[src/rtl/apb_req_arbiter.sv]
// apb_req_arbiter: round-robin share of one APB master between NUM_REQ
// requesters. One transfer in flight; completion is detected by monitoring
// the APB bus, and read data / error / done are returned to the owner.
module apb_req_arbiter #(
    parameter int NUM_REQ    = 4,
    parameter int ADDR_WIDTH = 32,
    parameter int DATA_WIDTH = 32
) (
    input  logic                          pclk,
    input  logic                          presetn,
    input  logic [NUM_REQ-1:0]            req_i,
    input  logic [NUM_REQ*ADDR_WIDTH-1:0] req_addr_i,
    input  logic [NUM_REQ*DATA_WIDTH-1:0] req_wdata_i,
    input  logic [NUM_REQ-1:0]            req_write_i,
    output logic [NUM_REQ-1:0]            gnt_o,
    output logic [NUM_REQ-1:0]            done_o,
    output logic [DATA_WIDTH-1:0]         rdata_o,
    output logic                          err_o,
    output logic                          trans_o,
    output logic [ADDR_WIDTH-1:0]         addr_o,
    output logic [DATA_WIDTH-1:0]         wdata_o,
    output logic                          wr_rd_o,
    input  logic                          pselx_i,
    input  logic                          penable_i,
    input  logic                          pready_i,
    input  logic                          pslverr_i,
    input  logic [DATA_WIDTH-1:0]         prdata_i
);

    localparam int IDX_W = (NUM_REQ > 1) ? $clog2(NUM_REQ) : 1;

    typedef enum logic [1:0] {
        ST_IDLE = 2'd0,
        ST_REQ  = 2'd1,
        ST_WAIT = 2'd2
    } state_t;

    state_t                  state_q, state_d;
    logic [IDX_W-1:0]        rr_ptr_q, rr_ptr_d;
    logic [IDX_W-1:0]        own_q, own_d;
    logic [NUM_REQ-1:0]      gnt_q, gnt_d;
    logic [NUM_REQ-1:0]      done_q, done_d;
    logic [DATA_WIDTH-1:0]   rdata_q, rdata_d;
    logic                    err_q, err_d;
    logic                    trans_q, trans_d;
    logic [ADDR_WIDTH-1:0]   addr_q, addr_d;
    logic [DATA_WIDTH-1:0]   wdata_q, wdata_d;
    logic                    wr_q, wr_d;

    logic                    win_found;
    logic [IDX_W-1:0]        win_idx;
    int unsigned             cand;

    // Round-robin pick: first pending request at or after rr_ptr, wrapping
    always_comb begin
        win_found = 1'b0;
        win_idx   = '0;
        cand      = 0;
        for (int i = 0; i < NUM_REQ; i++) begin
            cand = int'(rr_ptr_q) + i;
            if (cand >= NUM_REQ) cand = cand - NUM_REQ;
            if (!win_found && req_i[cand[IDX_W-1:0]]) begin
                win_found = 1'b1;
                win_idx   = cand[IDX_W-1:0];
            end
        end
    end

    // Next-state and registered-output logic; done is a pulse so it defaults low
    always_comb begin
        state_d  = state_q;
        rr_ptr_d = rr_ptr_q;
        own_d    = own_q;
        gnt_d    = gnt_q;
        done_d   = '0;
        rdata_d  = rdata_q;
        err_d    = err_q;
        trans_d  = trans_q;
        addr_d   = addr_q;
        wdata_d  = wdata_q;
        wr_d     = wr_q;
        case (state_q)
            ST_IDLE: begin
                trans_d = 1'b0;
                if (win_found) begin
                    own_d          = win_idx;
                    gnt_d          = '0;
                    gnt_d[win_idx] = 1'b1;
                    addr_d         = req_addr_i[int'(win_idx)*ADDR_WIDTH +: ADDR_WIDTH];
                    wdata_d        = req_wdata_i[int'(win_idx)*DATA_WIDTH +: DATA_WIDTH];
                    wr_d           = req_write_i[win_idx];
                    trans_d        = 1'b1;
                    state_d        = ST_REQ;
                end
            end
            ST_REQ: begin
                // Drop trans once the master is in setup so it idles after this access
                if (pselx_i && !penable_i) begin
                    trans_d = 1'b0;
                    state_d = ST_WAIT;
                end
            end
            ST_WAIT: begin
                trans_d = 1'b0;
                if (pselx_i && penable_i && pready_i) begin
                    err_d = pslverr_i;
                    if (!wr_q) rdata_d = prdata_i;
                    done_d[own_q] = 1'b1;
                    gnt_d         = '0;
                    rr_ptr_d      = (int'(own_q) == NUM_REQ-1) ? '0 : own_q + 1'b1;
                    state_d       = ST_IDLE;
                end
            end
            default: begin
                state_d = ST_IDLE;
                gnt_d   = '0;
                trans_d = 1'b0;
            end
        endcase
    end

    // State and output registers, cleared asynchronously
    always_ff @(posedge pclk or negedge presetn) begin
        if (!presetn) begin
            state_q  <= ST_IDLE;
            rr_ptr_q <= '0;
            own_q    <= '0;
            gnt_q    <= '0;
            done_q   <= '0;
            rdata_q  <= '0;
            err_q    <= 1'b0;
            trans_q  <= 1'b0;
            addr_q   <= '0;
            wdata_q  <= '0;
            wr_q     <= 1'b0;
        end else begin
            state_q  <= state_d;
            rr_ptr_q <= rr_ptr_d;
            own_q    <= own_d;
            gnt_q    <= gnt_d;
            done_q   <= done_d;
            rdata_q  <= rdata_d;
            err_q    <= err_d;
            trans_q  <= trans_d;
            addr_q   <= addr_d;
            wdata_q  <= wdata_d;
            wr_q     <= wr_d;
        end
    end

    assign gnt_o   = gnt_q;
    assign done_o  = done_q;
    assign rdata_o = rdata_q;
    assign err_o   = err_q;
    assign trans_o = trans_q;
    assign addr_o  = addr_q;
    assign wdata_o = wdata_q;
    assign wr_rd_o = wr_q;

endmodule
[config.mk]
export PLATFORM = sky130hd
export DESIGN_NAME = apb_req_arbiter
export DESIGN_NICKNAME = d
export VERILOG_FILES = /design/src/rtl/apb_req_arbiter.sv
export SDC_FILE = /design/constraint.sdc
export NUM_CORES = 1
export LEC_CHECK = 0
export CAP_MARGIN = 5
export CELL_PAD_IN_SITES_DETAIL_PLACEMENT = 1
export CELL_PAD_IN_SITES_GLOBAL_PLACEMENT = 1
export CORE_AREA = 2 2 158 160
export DETAILED_ROUTE_END_ITERATION = 10
export DIE_AREA = 0 0 160 162
export GPL_ROUTABILITY_DRIVEN = 1
export GPL_TIMING_DRIVEN = 1
export HOLD_SLACK_MARGIN = 0.03
export PLACE_DENSITY_LB_ADDON = 0.1
export SYNTH_ARGS = -nofsm -noshare
export SYNTH_HDL_FRONTEND = slang
export SYNTH_SLANG_ARGS = --single-unit
[constraint.sdc]
create_clock -name pclk -period 4.9 [get_ports pclk]
set_clock_uncertainty 0.15 [all_clocks]
set_input_delay 0.98 -clock pclk [delete_from_list [all_inputs] [get_ports pclk]]
set_output_delay 0.98 -clock pclk [all_outputs]
set_load 0.005 [all_outputs]
==> tab_implementation.tex <==
\begin{tabular}{lr}
\hline
Metric & Value \\
\hline
\multicolumn{2}{l}{\textbf{Timing}} \\
\quad Final worst-path cycle share & 69.7\% \\
\quad Hold Violations, Final & 0 \\
\quad Pins over their slew limit & 0 \\
\quad Maximum achievable frequency & $\sim$0.3 GHz \\
\quad Slew at the pin with the worst max-slew slack & $\sim$1200 ps \\
\quad Setup total negative slack & 0 ps \\
\quad Finish-stage setup viols & 0 \\
\quad Unrepaired setup endpoints after global routing & false \\
\quad Headroom to the max-slew limit & 22.9\% \\
\quad Minimum clock period & roughly 3400 ps \\
\multicolumn{2}{l}{\textbf{CTS}} \\
\quad Number of sinks on the clock net & 113 \\
\quad Number of buffers inserted for hold repair after clock tree synthesis & 0 \\
\quad Post-CTS Resized & 0 \\
\quad CTS H-Tree Depth & 4 \\
\quad Later-pin clock latency in the skew report & approximately 410 ps \\
\quad CTS buffer count & 17 \\
\quad CTS clock-pin slew for the worst setup and hold paths & 70 ps \\
\quad Buffer depth of the longest clock path & 2 \\
\quad CTS tree & yes \\
\quad Setup repair bufs after CTS & 0 \\
\quad Master cell of the clock root buffer & clkbuf\_16 \\
\multicolumn{2}{l}{\textbf{Routing}} \\
\quad Via density per instance & 5.19 \\
\quad Final wirelength & roughly 31000 um \\
\quad Via total after detailed routing & $\sim$7000 \\
\quad Remaining design rule violation count & 0 \\
\quad Detailed-route wire length per cell & approximately 22 um \\
\quad Violation count after the first detailed-routing iteration & 275 \\
\quad ANT nets after route & 0 \\
\quad DRT Pass-1 Iters & 4 \\
\multicolumn{2}{l}{\textbf{Die}} \\
\quad Horiz. Die Dim & 160 um \\
\quad Starting density of the core & between 20\% and 30\% \\
\quad IO Count & slightly above 400 \\
\quad Floorplan die height & approximately 160 um \\
\quad Core Rows & 57 \\
\quad Total die area & roughly 26000 um2 \\
\quad Area inside the core boundary & about 24000 um2 \\
\multicolumn{2}{l}{\textbf{Power and ir drop}} \\
\quad Cell leakage power & between 4 and 5 nW \\
\quad Power per unit of standard cell area & between 500 and 600 nW/um2 \\
\quad Share of power burned in registers & between 20\% and 30\% \\
\quad Total net switching power & between 0.002 and 0.0025 W \\
\quad Combinational Power Share & between 40\% and 50\% \\
\quad Pint & roughly 0.0036 W \\
\quad Worst vdd rail ir drop & 0.000211 V \\
\quad Clock network fraction of design power & 23.1\% \\
\quad Switching share of power & between 30 and 40\% \\
\multicolumn{2}{l}{\textbf{Layout}} \\
\quad Final non-filler cell area & $\sim$11000 um2 \\
\quad Share of final-layout standard cells stronger than drive strength 1 & under 10\% \\
\quad Total Nets Final & 1349 \\
\quad Number of cells in the finished layout apart from fillers & roughly 1400 \\
\quad Leading cell types in the layout, fill and taps excluded & clkdlybuf4s50\_1 (405), a31oi\_1 (131), dfrtp\_1 (113) \\
\quad Commonest non-fill, non-tap cell in the layout & clkdlybuf4s50\_1 \\
\quad Utilization after layout & 46.5\% \\
\quad Layout overhead on the synthesized area & 77.8\% \\
\multicolumn{2}{l}{\textbf{Synth}} \\
\quad Post-synthesis instance area & 6300 um2 \\
\quad Mapped Nets & 986 \\
\quad Yosys reg bits & about 110 \\
\quad Synth warnings & 0 \\
\quad Seq/Total Area, Yosys & 44.9\% \\
\quad Number of instances in the synthesized netlist & 680 \\
\quad Yosys cell types & 41 \\
\quad Synthesized area divided by synthesized cell count & between 9 and 10 um2 \\
\multicolumn{2}{l}{\textbf{Global route}} \\
\quad All-Layer GR Usage & 23.6\% \\
\quad Antenna violations before repair & 4 \\
\quad Via count of the first global-routing pass & 7541 \\
\quad Pin count of the biggest net entering global routing & 59 \\
\quad Overflow left after global routing & 0 \\
\quad Wire length of the first global-routing pass & roughly 47000 um \\
\multicolumn{2}{l}{\textbf{Place}} \\
\quad Placed cell area & around 11000 um2 \\
\quad Global placement routability congestion & between 0.8 and 0.9 \\
\quad Half-perimeter wire length of the detailed placement result & 21800 um \\
\quad IO Port Bufs & about 410 \\
\quad Number of cells after detailed placement & $\sim$1300 \\
\multicolumn{2}{l}{\textbf{Worst setup path}} \\
\quad Element type at the critical path start & input pin \\
\quad Type of the setup path with the least slack & input pin to register \\
\quad Arr. time, crit path & 3600 ps \\
\quad Biggest fanout along the worst timing path & 46 \\
\quad Kind of end point of the critical path & register \\
\quad Required time of the critical path & between 5000 and 6000 ps \\
\multicolumn{2}{l}{\textbf{Min path}} \\
\quad Worst hold path class & register to register \\
\multicolumn{2}{l}{\textbf{Status}} \\
\quad Run status & finished clean \\
\multicolumn{2}{l}{\textbf{Job}} \\
\quad Maxcap violations & 0 \\
\hline
\end{tabular}
metal layers:
layer	wire [um]	track usage [%]
met5	13	0
met4	634	7.41
met3	2100	7.35
met2	15600	40.1
met1	12600	28.7
per-stage QoR:
step / setup WS (ps) / total power [W] / hold WS [ps]
2_1_floorplan: 2480 / 0.00296 / 329
3_3_place_gp: 1110 / 0.00446 / 324
3_5_place_dp: 1060 / 0.00451 / 328
4_1_cts: 1510 / 0.00587 / 348
5_1_grt: 1320 / 0.00619 / 379
6_report: 1490 / 0.00578 / 345
worst max-delay path, stage by stage:
cell             delay, ps
clkdlybuf4s50_1        600
nor4_4                 370
or3_2                  860
buf_4                  450
a31oi_1                 90
a31oi_1                210
power by group through the flow:
stage               logic, W  clock network (W)  registers (W)
finish               0.00283            0.00133        0.00161
CTS                  0.00288            0.00137        0.00161
global placement     0.00286                  0        0.00160
global route         0.00311            0.00142        0.00167
detailed placement   0.00288                  0        0.00163
floorplan            0.00137                  0        0.00159
cell usage after synthesis, drive strengths merged:
master,number,area [um2]
nand2,3,11.3
o21a,1,7.51
a2bb2o,1,10.0
a21o,2,15.0
or3,1,6.26
a221o,1,10.0
o32ai,1,8.76
and3,65,407
o2bb2ai,1,8.76
a21bo,1,10.0
a22o,1,8.76
o21ai,70,350
a31oi,131,820
dfrtp,113,2830
inv,4,15.0
buf,35,211
ha,4,50.1
nand2b,5,33.8
clkbuf,44,168
a32o,1,10.0
nor2,72,270
nor2b,2,12.5
nor3,4,35.0
a21oi,6,30.0
a22oi,65,488
nor4,1,21.3
mux2,34,383
or2,1,6.26
o211a,1,10.0
o311ai,1,8.76
nand3b,1,7.51
nand3,2,10.0
and2,4,25.0
o211ai,1,7.51
cell families after synthesis:
logic type / after synthesis / synth area share, %
DFF: 113 / 44.9
adders and majority gates: 4 / 0.794
and+or+nand+nor: 161 / 13.4
muxes: 34 / 6.07
buffers and inverters: 83 / 6.25
AOI/OAI and AO/OA: 285 / 28.6
cell type report:
type | count | area [um2]
Clock inverter | 15 | 198
Antenna cell | 2 | 5.00
Tap cell | 324 | 405
Multi-Input combinational cell | 484 | 3120
Fill cell | 2782 | 12900
Timing Repair Buffer | 423 | 4210
Clock buffer | 17 | 425
Sequential cell | 113 | 2830
Inverter | 4 | 15.0
sequential cells by signal (all words and copies together), names as in the netlist:
register  flops
state_q       2
rdata_o      32
wr_rd_o       1
own_q         2
done_o        4
rr_ptr_q      2
wdata_o      32
trans_o       1
addr_o       32
err_o         1
gnt_o         4
final timing paths:
check | start | to | slack (ps) | cells past startpoint
worst max register to register | rr_ptr_q[1]$_DFFE_PN0P_ | wdata_o[27]$_DFFE_PN0P_ | 2330 | 5
worst min-delay path | rdata_o[6]$_DFFE_PN0P_ | rdata_o[6]$_DFFE_PN0P_ | 340 | 1
worst max-delay path | req_i[1] | wdata_o[29]$_DFFE_PN0P_ | 1490 | 6
min in group asynchronous | presetn | rdata_o[2]$_DFFE_PN0P_ | 410 | 1
max in group asynchronous | presetn | wdata_o[31]$_DFFE_PN0P_ | 3210 | 2
worst min register to register | rdata_o[6]$_DFFE_PN0P_ | rdata_o[6]$_DFFE_PN0P_ | 340 | 1
(Power assumes the default switching activity.)
